### config.mk
export PLATFORM = sky130hd
export DESIGN_NAME = anode_sequencer_flat
export DESIGN_NICKNAME = d
export VERILOG_FILES = /design/src/rtl/anode_if.sv /design/src/rtl/anode_sequencer.sv /design/src/flat_wrapper.sv
export SDC_FILE = /design/constraint.sdc
export NUM_CORES = 1
export LEC_CHECK = 0
export ABC_AREA = 1
export BUFFER_PORTS_ARGS = -buffer_cell sky130_fd_sc_hd__buf_2
export CAP_MARGIN = 30
export CORE_MARGIN = 3
export CORE_UTILIZATION = 40
export CTS_CLUSTER_DIAMETER = 120
export DETAILED_ROUTE_END_ITERATION = 10
export PLACE_DENSITY_LB_ADDON = 0.05
export SLEW_MARGIN = 20
export SYNTH_ARGS = -nofsm -noshare
export SYNTH_HDL_FRONTEND = slang
export SYNTH_SLANG_ARGS = --single-unit
### constraint.sdc
create_clock -name clk -period 1.9 [get_ports clk]
set_clock_uncertainty 0.1 [all_clocks]
set_input_delay 0.285 -clock clk [delete_from_list [all_inputs] [get_ports clk]]
set_output_delay 0.285 -clock clk [all_outputs]
set_load 0.01 [all_outputs]
### src/rtl/anode_if.sv
// Display scan bus between the anode sequencer and its controller.
// The optional duty input exists only when ANODE_DIM_EN is defined.
interface anode_if;
    logic       enable;
    logic [7:0] digit_en;
`ifdef ANODE_DIM_EN
    logic [3:0] duty;
`endif
    logic [2:0] sel;
    logic [7:0] anode;
    logic       tick;

    modport master (
        output enable,
        output digit_en,
`ifdef ANODE_DIM_EN
        output duty,
`endif
        input  sel,
        input  anode,
        input  tick
    );

    modport slave (
        input  enable,
        input  digit_en,
`ifdef ANODE_DIM_EN
        input  duty,
`endif
        output sel,
        output anode,
        output tick
    );
endinterface

### src/rtl/anode_sequencer.sv
// Eight-digit seven-segment scan sequencer with blanking dead-time between digits.
// Define ANODE_DIM_EN to add a 4-bit PWM brightness control (duty input).
module anode_sequencer #(
    parameter int REFRESH_DIV = 100000,
    parameter int BLANK_CYC   = 16
) (
    input  logic     clk,
    input  logic     reset_n,
    anode_if.slave   bus
);

    localparam int CNT_W = (REFRESH_DIV > 1) ? $clog2(REFRESH_DIV) : 1;
    localparam logic [CNT_W-1:0] BLANK_LAST = CNT_W'(BLANK_CYC - 1);
    localparam logic [CNT_W-1:0] SLOT_LAST  = CNT_W'(REFRESH_DIV - 1);

    typedef enum logic [1:0] {
        ST_OFF,
        ST_BLANK,
        ST_DRIVE
    } state_e;

    state_e           state_q, state_d;
    logic [CNT_W-1:0] cnt_q,   cnt_d;
    logic [2:0]       sel_q,   sel_d;
    logic [7:0]       anode_q, anode_d;
    logic             tick_q,  tick_d;
    logic             lit;

`ifdef ANODE_DIM_EN
    logic [3:0]       pwm_q,   pwm_d;
`endif

    // NOTE: every always_comb output gets a default first so no path can infer a latch.
    always_comb begin
        state_d = state_q;
        cnt_d   = cnt_q;
        sel_d   = sel_q;
        tick_d  = 1'b0;

        if (!bus.enable) begin
            // Dropping enable freezes sel so the scan resumes on the same digit.
            state_d = ST_OFF;
            cnt_d   = '0;
        end else begin
            unique case (state_q)
                ST_OFF: begin
                    state_d = ST_BLANK;
                    cnt_d   = '0;
                end
                ST_BLANK: begin
                    cnt_d = cnt_q + CNT_W'(1);
                    if (cnt_q == BLANK_LAST) begin
                        state_d = ST_DRIVE;
                    end
                end
                ST_DRIVE: begin
                    if (cnt_q == SLOT_LAST) begin
                        state_d = ST_BLANK;
                        cnt_d   = '0;
                        sel_d   = sel_q + 3'd1;
                        tick_d  = 1'b1;
                    end else begin
                        cnt_d = cnt_q + CNT_W'(1);
                    end
                end
                default: begin
                    state_d = ST_OFF;
                    cnt_d   = '0;
                end
            endcase
        end
    end

`ifdef ANODE_DIM_EN
    // PWM phase restarts at every DRIVE entry so each slot begins lit.
    always_comb begin
        pwm_d = '0;
        if (state_d == ST_DRIVE) begin
            pwm_d = (state_q == ST_DRIVE) ? pwm_q + 4'd1 : 4'd0;
        end
    end

    assign lit = (state_d == ST_DRIVE) && bus.digit_en[sel_d] && (pwm_d < bus.duty);
`else
    assign lit = (state_d == ST_DRIVE) && bus.digit_en[sel_d];
`endif

    // Anode is decoded from next-state values so the registered output matches the state.
    always_comb begin
        anode_d = 8'hFF;
        if (lit) begin
            anode_d = ~(8'b1 << sel_d);
        end
    end

    // NOTE: sequential state uses non-blocking assignments only; all ordering lives in always_comb.
    always_ff @(posedge clk) begin
        if (!reset_n) begin
            state_q <= ST_OFF;
            cnt_q   <= '0;
            sel_q   <= '0;
            anode_q <= 8'hFF;
            tick_q  <= 1'b0;
`ifdef ANODE_DIM_EN
            pwm_q   <= '0;
`endif
        end else begin
            state_q <= state_d;
            cnt_q   <= cnt_d;
            sel_q   <= sel_d;
            anode_q <= anode_d;
            tick_q  <= tick_d;
`ifdef ANODE_DIM_EN
            pwm_q   <= pwm_d;
`endif
        end
    end

    assign bus.sel   = sel_q;
    assign bus.anode = anode_q;
    assign bus.tick  = tick_q;

endmodule

### src/flat_wrapper.sv
// flat-port wrapper written by rule: the top's interface ports become plain ports
module anode_sequencer_flat 
#(
    parameter int REFRESH_DIV = 100000,
    parameter int BLANK_CYC   = 16
)
  (clk, reset_n, bus_enable, bus_digit_en, bus_sel, bus_anode, bus_tick);
  anode_if bus_i ();
  input  logic clk;
  input  logic reset_n;
  input wire logic [$bits(bus_i.enable)-1:0] bus_enable;
  input wire logic [$bits(bus_i.digit_en)-1:0] bus_digit_en;
  output wire logic [$bits(bus_i.sel)-1:0] bus_sel;
  output wire logic [$bits(bus_i.anode)-1:0] bus_anode;
  output wire logic [$bits(bus_i.tick)-1:0] bus_tick;
  assign bus_i.enable = bus_enable;
  assign bus_i.digit_en = bus_digit_en;
  assign bus_sel = bus_i.sel;
  assign bus_anode = bus_i.anode;
  assign bus_tick = bus_i.tick;
  anode_sequencer #(.REFRESH_DIV(REFRESH_DIV), .BLANK_CYC(BLANK_CYC)) u_core (.clk(clk), .reset_n(reset_n), .bus(bus_i));
endmodule
# Word level (Yosys, flattened, before mapping)
# Cells that the tools add are included.
[op_classes] n_addsub=2 n_lt_le_gt_ge=1 eq_ne=5 n_shift=1 muxes=12 bitwise_logic=1 reduce_logical=5
[ops] op="$pmux 17 s2" n=1
[ops] op="$add 17x1->17 const B" n=1
[ops] op="$eq 17x17->1 const B" n=1
[ops] op="$eq 17x4->1 const B" n=1
[ops] op="$mux 17" n=1
[ops] op="$mux 3" n=3
[ops] op="$not 8->8" n=1
[ops] op="$shl 1x3->8 const A" n=1
[ops] op="$mux 2" n=3
[ops] op="$pmux 2 s3" n=1
[ops] op="$eq 2x2->1 const B" n=2
[ops] op="$lt 3x4->1 const B" n=1
[ops] op="$reduce_and 2->1" n=2
[ops] op="$add 3x1->3 const B" n=1
[ops] op="$bmux 1 s3" n=1
[ops] op="$reduce_and 3->1" n=1
[ops] op="$eq 2x1->1 const B" n=1
[ops] op="$logic_not 2->1" n=1
[ops] op="$mux 1" n=2
[ops] op="$logic_and 1x1->1" n=1
[totals] reg_bits=31 in_bits=11 wordCells=32

# Logic depth before layout (Yosys ltp)
# Gate-level depths: netlist (run 1).
[logic_depth] depth_word=8 depth_mapped=14

# Worst setup path before layout (run 1)
# OpenSTA, ideal clock, no wires.
[synth_timing] kind="register to register" start="reg u_core.cnt_q[0]" end="reg u_core.anode_q[5] (netlist: u_core.bus.anode[5])" arrival_ns=1.559 setup_slack_ns=0.108 stages_incl_launch_ff=13 synth_period_minus_slack_ns=1.792 cell_sequence="dfxtp_1 ha_1 nand2_2 nor2_4 nand2_2 nor2_4 nand3_4 o21ai_4 inv_2 nor2_2 inv_1 nor2_1 nand4_1"
[synth_via] elab_chain_len=8
[synth_lines] item="start: declaration" line_no="anode_sequencer.sv:23" text="logic [CNT_W-1:0] cnt_q, cnt_d;"
[synth_lines] item="start signal: assignment" line_no="anode_sequencer.sv:109" text="cnt_q <= cnt_d;"
[synth_lines] item="$eq 17x17->1" line_no="anode_sequencer.sv:57" text="if (cnt_q == SLOT_LAST) begin"
[synth_lines] item="$mux 3" line_no="anode_sequencer.sv:57"
[synth_lines] item="$mux 3" line_no="anode_sequencer.sv:45" text="unique case (state_q)"
[synth_lines] item="$mux 3" line_no="anode_sequencer.sv:40" text="if (!bus.enable) begin"
[synth_lines] item="$bmux 1 s3" line_no="anode_sequencer.sv:85" text="assign lit = (state_d == ST_DRIVE) && bus.digit_en[sel_d];"
[synth_lines] item="$mux 1 (not written as such)" line_no="anode_sequencer.sv:85"
[synth_lines] item="$logic_and 1x1->1" line_no="anode_sequencer.sv:85"
[synth_lines] item="$reduce_and 2->1 (no source line)"
[synth_lines] item="end signal: assignment" line_no="anode_sequencer.sv:111" text="anode_q <= anode_d;"
[synth_lines] item="end: declaration" line_no="anode_sequencer.sv:25" text="logic [7:0] anode_q, anode_d;"
# Several ways; a longest one is shown, not always the timed one. The select of a mux whose other input is x is not followed.
# A chain may end at the register's enable or synchronous reset.

# Worst setup path after layout (run 1)
[layout_timing] start="reg u_core.cnt_q[1]" end="reg u_core.anode_q[2] (netlist: u_core.bus.anode[2])"
# Same word-level chain as after synthesis.

==> results.md, run 1 <==
* Final wirelength at 3330 µm
* Top-Level Pins at 23
* Unique masters post-synth at 28
* Die Y at 69.7 µm
* Outcome: complete, but fails checks
* Clock share of power at 0.415
* Synth warn at 0
* Wire per inst at 10.5 µm
* Site row count at 22
* Syn_area_per_cell at 7.40 µm²
* Die area at 4850 µm²
* Syn_nets at 236
* Core area at 3770 µm²
* Number of buffers added on ports at 22
* CTS clock-pin slew for the worst setup and hold paths at 0.06 ns
* HPWL Detailed at 2460 µm
* Endpoints failing setup at 1
* Sw frac at 0.220
* Overall Power at 1.19 mW
* Crit share post-route at 1.00
* H-tree depth at 2
* P_leak at 0.947 nW
* Post-route cell area at 2070 µm²
* Via density at 4.59
* Placed insts at 299
* Fmax at 0.526 GHz
* Syn Inst Count at 219
* Clock sink count at 31
* Placement Cell Area at 1870 µm²
* Dpl ws at 0.00959 ns
* Least-Margin Pin Slew at 0.319 ns
* Worst VDD drop at 0.344 mV
* Setup crit start kind: flop
* Critical path's top delay family: simple AND/OR/NAND/NOR gates
* CTS root buffer: clkbuf_8
* Violated checks: negative setup slack
* N_diodes at 0
* Post-layout min period at 1.90 ns
* Crit Path Max Fanout at 8
* Initial DRC Count at 68
* Initial antenna violation count at 0
* Overflow after GRT at 0
* Slew headroom at 0.786
* Final nets at 284
* Critical Path AT at 1.96 ns
* Crit path largest cell delay at 0.36 ns
* TritonCTS clock tree: yes
* Pwr dens at 574 nW/µm²
* Net load switching power at 262 µW
* Layout Cells excl Fill at 316
* Total CTS buffers at 5
* DR vias at 1451
* Post-layout util at 0.550
* Final max-slew violation count at 0
* Initial Util at 0.430
* CTS max path bufs at 2
* Most common cell after layout, fill and taps aside: inv_1
* Unrepaired setup endpoints after global routing: yes
* Most frequent cells in the layout: inv_1 (39), nand2_1 (33), nor2_1 (29), dfxtp_1 (29), buf_2 (22)
* Logic pwr share at 0.037
* Crit path top cell by count: nand2_2
* Die X at 69.7 µm
* Final Wtd Congestion at 0.802
* # DRC at 0
* Sequential fraction of the synthesis area at 0.383
* Routed Antenna Nets at 0
* Max Cap Viol at 0
* Cell Chain, Critical Path: ha_4 -> nand2_4 -> nor2_4 -> nand2_2 -> nor2_4 -> nand3_4 -> o21ai_4 -> inv_2 -> nand2_2 -> nand2_2 -> nand2_4 -> nand4_1
* Post-route setup slack at -0.00271 ns
* Post-synthesis cell area at 1620 µm²
* Seq pwr share at 0.548
* Router iterations before antenna repair at 4
* CP Class: reg -> reg
* Vias in the first global route at 1369
* Largest net degree at the start of global routing at 12
* Internal power at 928 µW
* P&R area growth vs syn at 27.9%
* Final hold vios at 0
* First-pass GRT wire length at 5740 µm
* #FFs+latches synth at 31
* Clk Latency, worst-skew pair at 0.28 ns
* Buf/Inv on CP at 1
* Layout cells sized above 1 at 0.295
* Reg2Reg Setup Slack at -0.003 ns
* Min-delay worst type: in -> reg
* Slowest CP cell: dfxtp_2
* Critical Path Sink Type: flop
* Critical Path RT at 1.95 ns
* GR Util All Layers at 0.146
## final cells by class
class | count | area [µm²]
Inverter | 43 | 164
Timing Repair Buffer | 42 | 264
Fill cell | 391 | 1700
Clock inverter | 1 | 5.00
Multi-Input combinational cell | 144 | 882
Sequential cell | 31 | 623
Tap cell | 48 | 60.1
Clock buffer | 7 | 76.3
## layer usage
layer  global-route usage  share of wire  wire length, µm
met1                0.174           0.49             1620
met2                0.233           0.46             1530
met3               0.0464          0.033              111
met4               0.0745          0.018               59
met5                    0              0                0
## logic make-up after synthesis
group | count (synthesis) | synth area share
adders and majority gates | 6 | 0.0463
AOI/OAI and AO/OA | 13 | 0.0502
and+or+nand+nor | 118 | 0.379
DFF | 31 | 0.383
buffers and inverters | 44 | 0.104
xor gates and xnor gates | 7 | 0.0378
## cell usage after synthesis
cell	number	area, µm²
nor2_1	30	113
nand3_4	1	17.5
nand4_1	12	75.1
ha_1	6	75.1
nand3b_1	2	15.0
inv_2	3	11.3
nor2_4	3	33.8
nor2_2	2	12.5
nand2_1	33	124
or2_1	1	6.26
nor3b_1	2	15.0
a31oi_1	1	6.26
nor3_1	5	25.0
nand3_1	15	75.1
buf_2	1	5.00
xor2_1	7	61.3
a21oi_1	4	20.0
a21oi_2	1	8.76
nand2_2	7	43.8
o21ai_1	2	10.0
nand3_2	2	20.0
inv_1	39	146
o21ai_0	4	20.0
nand2_4	2	22.5
nor3_4	1	16.3
o21ai_4	1	16.3
inv_4	1	6.26
dfxtp_1	31	621
## power by group through the flow
stage / Combinational (mW) / Clock (mW) / Sequential, mW
4_1_cts: 0.0431 / 0.516 / 0.652
3_3_place_gp: 0.0434 / 0 / 0.666
3_5_place_dp: 0.0431 / 0 / 0.666
2_1_floorplan: 0.0231 / 0 / 0.667
5_1_grt: 0.0512 / 0.543 / 0.651
6_report: 0.0439 / 0.494 / 0.652
## stage by stage
step | TNS (ns) | hold WS [ns]
floorplan | 0 | 0.318
global placement | 0 | 0.383
detailed placement | 0 | 0.390
CTS | 0 | 0.192
global route | -2.39 | 0.218
finish | -0.00271 | 0.194
## repair_timing
item	in CTS	in global routing
setup buffers	2	6
hold buffers	0	0
setup endpoints to repair	3	26
gates cloned	0	1
pin swaps	2	12
resized for setup	0	14
## path summary, 6_finish.rpt
path	from	end	depth (start not counted)
worst min-delay path	reset_n	u_core.bus.tick	3
worst max-delay path	u_core.cnt_q[1]	u_core.bus.anode[2]	12
worst max register to register	u_core.cnt_q[1]	u_core.bus.anode[2]	12
worst min register to register	u_core.cnt_q[9]	u_core.cnt_q[9]	2
## sequential cells by signal (all words and copies together), names as in the netlist
signal / cells
u_core.bus.anode: 8
u_core.bus.sel: 3
u_core.bus.tick: 1
u_core.cnt_q: 17
u_core.state_q: 2
## worst register-to-register path, cell delays in order (launching register included)
cell and delay, ns:
dfxtp_2 0.36, ha_4 0.16, nand2_4 0.06, nor2_4 0.11, nand2_2 0.07, nor2_4 0.16, nand3_4 0.12, o21ai_4 0.20
inv_2 0.10, nand2_2 0.08, nand2_2 0.06, nand2_4 0.10, nand4_1 0.09
(Power assumes the default switching activity.)
==> run 2, diff against run 1 <==
--- a/config.mk
+++ b/config.mk
@@ -10,2 +10,4 @@
 export CAP_MARGIN = 30
+export CELL_PAD_IN_SITES_DETAIL_PLACEMENT = 1
+export CELL_PAD_IN_SITES_GLOBAL_PLACEMENT = 1
 export CORE_MARGIN = 3
@@ -15,2 +17,3 @@
 export PLACE_DENSITY_LB_ADDON = 0.05
+export RECOVER_POWER = 100
 export SLEW_MARGIN = 20
==> constraint.sdc (replaced) <==
create_clock -name clk -period 1.9 [get_ports clk]
set_clock_uncertainty 0.1 [all_clocks]
set_input_delay 0.19 -clock clk [delete_from_list [all_inputs] [get_ports clk]]
set_output_delay 0.19 -clock clk [all_outputs]
set_load 0.01 [all_outputs]
==> run 2 against run 1 <==
  * The flow still finishes with violations (negative setup slack)
  * Clock power up 37%
  * Sequential share of layout area down 0.56 points
  * Register-to-register slack worse by 0.08 ns
  * Fmax down 4.0%
  * Final cell count down 0.32%
  * First-iteration DRC count down 56%
  * Flip-flop and latch count unchanged
  * Wire length up 28%
  * Worst hold slack worse by 0.078 ns
  * Global-route usage up 3.3 points
  * Final area up 2.1%
  * Combinational power down 3%
==> results.md, run 2 (synthesized netlist as in run 1, its figures left out) <==
* Crit share post-route at 1.04 (was 1.00)
* Initial antenna violation count at 0 (unchanged)
* Wire per inst at 13.5 µm (was 10.5 µm)
* Die Y at 69.7 µm (unchanged)
* Vias in the first global route at 1585 (was 1369)
* Seq pwr share at 0.476 (was 0.548)
* Final Wtd Congestion at 0.721 (was 0.802)
* Critical Path Sink Type: flop (unchanged)
* Die area at 4850 µm² (unchanged)
* N_diodes at 0 (unchanged)
* Router iterations before antenna repair at 4 (unchanged)
* H-tree depth at 2 (unchanged)
* Fmax at 0.505 GHz (was 0.526 GHz)
* GR Util All Layers at 0.179 (was 0.146)
* Core area at 3770 µm² (unchanged)
* TritonCTS clock tree: yes (unchanged)
* Internal power at 1.09 mW (was 928 µW)
* Overflow after GRT at 0 (unchanged)
* Layout Cells excl Fill at 315 (was 316)
* Most frequent cells in the layout: inv_1 (38), nand2_1 (31), nor2_1 (28), dfxtp_1 (28), buf_4 (16) (was inv_1 (39), nand2_1 (33), nor2_1 (29), dfxtp_1 (29), buf_2 (22))
* Placed insts at 301 (was 299)
* Max Cap Viol at 0 (unchanged)
* Worst-case reg-to-reg path depth at 12 (unchanged)
* Final nets at 283 (was 284)
* Unrepaired setup endpoints after global routing: yes (unchanged)
* Crit. path cell count at 12 (unchanged)
* Via density at 4.96 (was 4.59)
* Setup_tns at -0.350 ns (was -0.00271 ns)
* Worst Hold Depth at 3 (unchanged)
* Clock share of power at 0.493 (was 0.415)
* CP Class: reg -> reg (unchanged)
* Endpoints failing setup at 9 (was 1)
* P_leak at 0.959 nW (was 0.947 nW)
* Crit Path Max Fanout at 3 (was 8)
* Top reg by flops: u_core.cnt_q (unchanged)
* CTS root buffer: clkbuf_8 (unchanged)
* Violated checks: negative setup slack (unchanged)
* Sw frac at 0.203 (was 0.220)
* Critical path's top delay family: simple AND/OR/NAND/NOR gates (unchanged)
* Least-Margin Pin Slew at 0.469 ns (was 0.319 ns)
* Post-route setup slack at -0.0818 ns (was -0.00271 ns)
* Critical Path RT at 2.01 ns (was 1.95 ns)
* Crit path largest cell delay at 0.36 ns (about the same)
* Post-layout min period at 1.98 ns (was 1.90 ns)
* Overall Power at 1.37 mW (was 1.19 mW)
* Total CTS buffers at 5 (unchanged)
* Site row count at 22 (unchanged)
* Number of buffers added on ports at 22 (unchanged)
* Final max-slew violation count at 0 (unchanged)
* Cell Chain, Critical Path: buf_4 -> buf_6 -> nand3_4 -> inv_2 -> nand4_1 -> nor2_2 -> nand3_2 -> nor2_2 -> nand3_2 -> nor2_2 -> nor2_1 -> nor3_1 (was ha_4 -> nand2_4 -> nor2_4 -> nand2_2 -> nor2_4 -> nand3_4 -> o21ai_4 -> inv_2 -> nand2_2 -> nand2_2 -> nand2_4 -> nand4_1)
* Clk Latency, worst-skew pair at 0.28 ns (about the same)
* Layout cells sized above 1 at 0.288 (was 0.295)
* Logic pwr share at 0.031 (was 0.037)
* Largest net degree at the start of global routing at 11 (was 12)
* Pwr dens at 648 nW/µm² (was 574 nW/µm²)
* Net load switching power at 279 µW (was 262 µW)
* Crit path top cell by count: nor2_2 (was nand2_2)
* P&R area growth vs syn at 30.6% (was 27.9%)
* Min-delay worst type: in -> reg (unchanged)
* Placement Cell Area at 1880 µm² (was 1870 µm²)
* Die X at 69.7 µm (unchanged)
* Clock sink count at 31 (unchanged)
* Setup crit start kind: flop (unchanged)
* Buf/Inv on CP at 3 (was 1)
* First-pass GRT wire length at 7030 µm (was 5740 µm)
* Top-Level Pins at 23 (unchanged)
* Slowest CP cell: dfxtp_2 (unchanged)
* Post-route cell area at 2120 µm² (was 2070 µm²)
* Initial DRC Count at 30 (was 68)
* Critical Path AT at 2.09 ns (was 1.96 ns)
* Max reg flops at 17 (unchanged)
* Hold Buf Count CTS at 0 (unchanged)
* # DRC at 0 (unchanged)
* Outcome: complete, but fails checks (unchanged)
* CTS clock-pin slew for the worst setup and hold paths at 0.07 ns (was 0.06 ns)
* HPWL Detailed at 3090 µm (was 2460 µm)
* DR vias at 1562 (was 1451)
* Slew headroom at 0.685 (was 0.786)
* Final wirelength at 4250 µm (was 3330 µm)
* CTS max path bufs at 2 (unchanged)
* Worst VDD drop at 0.351 mV (was 0.344 mV)
* Most common cell after layout, fill and taps aside: inv_1 (unchanged)
* Initial Util at 0.430 (unchanged)
* Final hold vios at 0 (unchanged)
* Routed Antenna Nets at 0 (unchanged)
[run 2: changes by cell type in the layout (fill, tap and decap cells not counted), sizes merged]
cell	before	now
bufinv	0	1
clkbuf	8	17
buf	41	30
[run 2: worst min-delay path, delay by kind of cell]
family	cells	cell delay [ns]
AND/OR/NAND/NOR	2	0.15
buffers and inverters	1	0.12
[run 2: metrics by stage]
step	hold slack (ns)	utilization	setup slack, ns
after floorplan	0.238	-	0.108
after global placement	0.379	0.500	0.0550
after detailed placement	0.392	0.500	-0.0968
after CTS	0.106	0.543	-0.0337
after global routing	0.139	0.562	-0.221
final	0.116	0.562	-0.0818
[run 2: power groups by stage]
stage               clock, mW  sequential [mW]  combinational [mW]
finish                  0.677            0.653              0.0424
detailed placement          0            0.668              0.0418
global route            0.725            0.653              0.0488
CTS                     0.694            0.653              0.0419
floorplan                   0            0.667              0.0231
global placement            0            0.667              0.0391
[run 2: repair_timing]
item,CTS,global route
gates resized for setup,9,13
setup endpoints to repair,16,22
endpoints found under the hold margin,0,0
buffers inserted,2,5
pin swaps,11,10
gates cloned,0,0
[run 2: cell type report]
cell class	count	area, µm²
Multi-Input combinational cell	144	902
Sequential cell	31	624
Inverter	43	164
Clock inverter	2	35.0
Clock buffer	6	82.6
Timing Repair Buffer	41	250
Fill cell	480	1650
Tap cell	48	60.1
[run 2: path summary, 6_finish.rpt]
check	startpoint	endpoint	slack (ns)
min reg2reg	u_core.cnt_q[15]	u_core.cnt_q[15]	0.42
min	bus_enable	u_core.bus.tick	0.12
max reg2reg	u_core.cnt_q[0]	u_core.cnt_q[15]	-0.08
max	u_core.cnt_q[0]	u_core.cnt_q[15]	-0.08
[run 2: metal layers]
| layer | wire length [µm] | track usage | vias up | part of all wire |
|---|---|---|---|---|
| met2 | 2240 | 0.333 | 27 | 0.53 |
| met3 | 158 | 0.0391 | 13 | 0.037 |
| met4 | 86 | 0.0553 | 0 | 0.020 |
| met1 | 1770 | 0.201 | 741 | 0.42 |
| li1 | - | - | 781 | - |
| met5 | 0 | 0 | - | 0 |
==> run 3, diff against run 2 <==
Settings changed: CORE_ASPECT_RATIO from default to 0.75, REMOVE_ABC_BUFFERS from default to 1.
==> run 3 against run 2 <==
  * The run still ends with negative setup slack left
  * Sequential power barely moved
  * Wire length grew 19%
  * Worst hold slack got worse by 0.020 ns
  * Power fell by 12%
  * Critical path depth is 1 higher
  * Clock power fell by 25%
  * Via count grew 4.1%
  * First-iteration DRC count increased by 130%
  * Highest routed layer unchanged
  * Largest power group is now sequential cells
  * Combinational power rose by 23%
  * Flip-flop and latch count is the same
==> results.md, run 3 (synthesized netlist as in run 1, its figures left out) <==
* Outcome: complete, but fails checks (unchanged)
* Violated checks: negative setup slack (unchanged)
* Critical Path AT at 2.05 ns (was 2.09 ns)
* Logic pwr share at 0.043 (was 0.031)
* Most frequent cells in the layout: inv_1 (38), dfxtp_1 (27), nand2_1 (24) (was inv_1 (38), nand2_1 (31), nor2_1 (28), dfxtp_1 (28), buf_4 (16))
* Min-delay worst type: in -> reg (unchanged)
* Wire per inst at 15.6 µm (was 13.5 µm)
* CTS max path bufs at 2 (unchanged)
* Net load switching power at 283 µW (was 279 µW)
* Reg2Reg Setup Slack at -0.10 ns (was -0.08 ns)
* # DRC at 0 (unchanged)
* Core area at 3780 µm² (was 3770 µm²)
* Initial antenna violation count at 0 (unchanged)
* Die Y at 61.1 µm (was 69.7 µm)
* Overall Power at 1.21 mW (was 1.37 mW)
* Min Hold Slack at 0.0963 ns (was 0.116 ns)
* Unrepaired setup endpoints after global routing: yes (unchanged)
* Routed Antenna Nets at 0 (unchanged)
* Critical Path RT at 1.95 ns (was 2.01 ns)
* N_diodes at 0 (unchanged)
* Clock share of power at 0.419 (was 0.493)
* Critical Path Sink Type: flop (unchanged)
* Setup crit start kind: flop (unchanged)
* Max Cap Viol at 0 (unchanged)
* Vias in the first global route at 1578 (was 1585)
* Internal power at 929 µW (was 1.09 mW)
* TritonCTS clock tree: yes (unchanged)
* P&R area growth vs syn at 36.2% (was 30.6%)
* Post-layout min period at 2.00 ns (was 1.98 ns)
* Endpoints failing setup at 17 (was 9)
* Site row count at 19 (was 22)
* Sw frac at 0.233 (was 0.203)
* Largest net degree at the start of global routing at 10 (was 11)
* CTS clock-pin slew for the worst setup and hold paths at 0.07 ns (about the same)
* Crit share post-route at 1.05 (was 1.04)
* Clk Latency, worst-skew pair at 0.29 ns (was 0.28 ns)
* Slew headroom at 0.738 (was 0.685)
* Post-route setup slack at -0.104 ns (was -0.0818 ns)
* Layout cells sized above 1 at 0.361 (was 0.288)
* Final Wtd Congestion at 0.908 (was 0.721)
* First-pass GRT wire length at 7490 µm (was 7030 µm)
* Via density at 4.99 (was 4.96)
* Die area at 4860 µm² (was 4850 µm²)
* Max reg flops at 17 (unchanged)
* Worst VDD drop at 0.316 mV (was 0.351 mV)
* Final wirelength at 5080 µm (was 4250 µm)
* H-tree depth at 2 (unchanged)
* Placed insts at 309 (was 301)
* Final nets at 290 (was 283)
* Initial Util at 0.429 (was 0.430)
* Crit Path Max Fanout at 8 (was 3)
* Router iterations before antenna repair at 4 (unchanged)
* Clock sink count at 31 (unchanged)
* Hold Buf Count CTS at 0 (unchanged)
* Most common cell after layout, fill and taps aside: inv_1 (unchanged)
* Die X at 79.5 µm (was 69.7 µm)
* Total CTS buffers at 5 (unchanged)
* Initial DRC Count at 70 (was 30)
* GR Util All Layers at 0.204 (was 0.179)
* Layout Cells excl Fill at 326 (was 315)
* Overflow after GRT at 0 (unchanged)
* Fmax at 0.499 GHz (was 0.505 GHz)
* Setup_tns at -0.806 ns (was -0.350 ns)
* Top-Level Pins at 23 (unchanged)
* HPWL Detailed at 3500 µm (was 3090 µm)
* DR vias at 1626 (was 1562)
* CP Class: reg -> reg (unchanged)
* Filler cell count at 479 (was 480)
* Seq pwr share at 0.538 (was 0.476)
* Least-Margin Pin Slew at 0.390 ns (was 0.469 ns)
* Number of buffers added on ports at 22 (unchanged)
* P_leak at 0.976 nW (was 0.959 nW)
* Final max-slew violation count at 0 (unchanged)
* Pwr dens at 549 nW/µm² (was 648 nW/µm²)
* Dpl ws at -0.135 ns (was -0.0968 ns)
* CTS root buffer: clkbuf_8 (unchanged)
* Final hold vios at 0 (unchanged)
* Top reg by flops: u_core.cnt_q (unchanged)
run 3: layout make-up:
class,count,area (µm²),share of cell area
flip-flops and latches,31,626,0.283
clock inverters,1,5.00,0.00227
repair buffers,48,303,0.137
multi-input cells,144,967,0.438
well taps,52,65.1,0.0295
inverters,43,166,0.0754
clock buffers,7,76.3,0.0346
run 3: metrics by stage:
| stage | util | instance area (µm²) |
|---|---|---|
| 6_report | 0.584 | 2210 |
| 5_1_grt | 0.584 | 2210 |
| 4_1_cts | 0.540 | 2040 |
| 3_5_place_dp | 0.508 | 1920 |
| 3_3_place_gp | 0.508 | 1920 |
| 2_1_floorplan | - | 1620 |
run 3: worst paths after layout:
path,end,startpoint,cells past startpoint
setup / recovery,u_core.bus.anode[4],u_core.cnt_q[0],13
hold / removal,u_core.bus.tick,reset_n,3
setup reg to reg,u_core.bus.anode[4],u_core.cnt_q[0],13
hold reg to reg,u_core.cnt_q[9],u_core.cnt_q[9],2
run 3: power by group through the flow:
stage	Combinational, mW	Sequential [mW]	Clock (mW)
after floorplan	0.0230	0.667	0
after global placement	0.0420	0.666	0
after detailed placement	0.0452	0.667	0
after CTS	0.0473	0.652	0.517
after global routing	0.0584	0.651	0.549
final	0.0520	0.652	0.508
run 3: what timing repair did:
action / CTS / global route
buffers inserted: 1 / 8
hold endpoints to repair: 0 / 0
setup endpoints to repair: 18 / 20
resized for setup: 10 / 36
pin swaps: 10 / 9
run 3: metal layers:
layer / share of wire / vias to the layer above / wire [µm] / track usage
li1: - / 795 / - / -
met1: 0.47 / 784 / 2370 / 0.276
met2: 0.48 / 37 / 2450 / 0.329
met3: 0.037 / 10 / 188 / 0.0482
met4: 0.014 / 0 / 70 / 0.0564
met5: 0 / - / 0 / 0
run 3: critical path: stages (launching register included):
cell and delay [ns]:
dfxtp_2 0.36, ha_4 0.15, nand2_4 0.06, nor2_4 0.10, nand2_2 0.08, nor2_4 0.14, buf_6 0.11, nand4_1 0.17
nand3_1 0.16, nand2_1 0.08, nand2_2 0.07, nand2_2 0.07, nand2_4 0.11, nand4_1 0.11
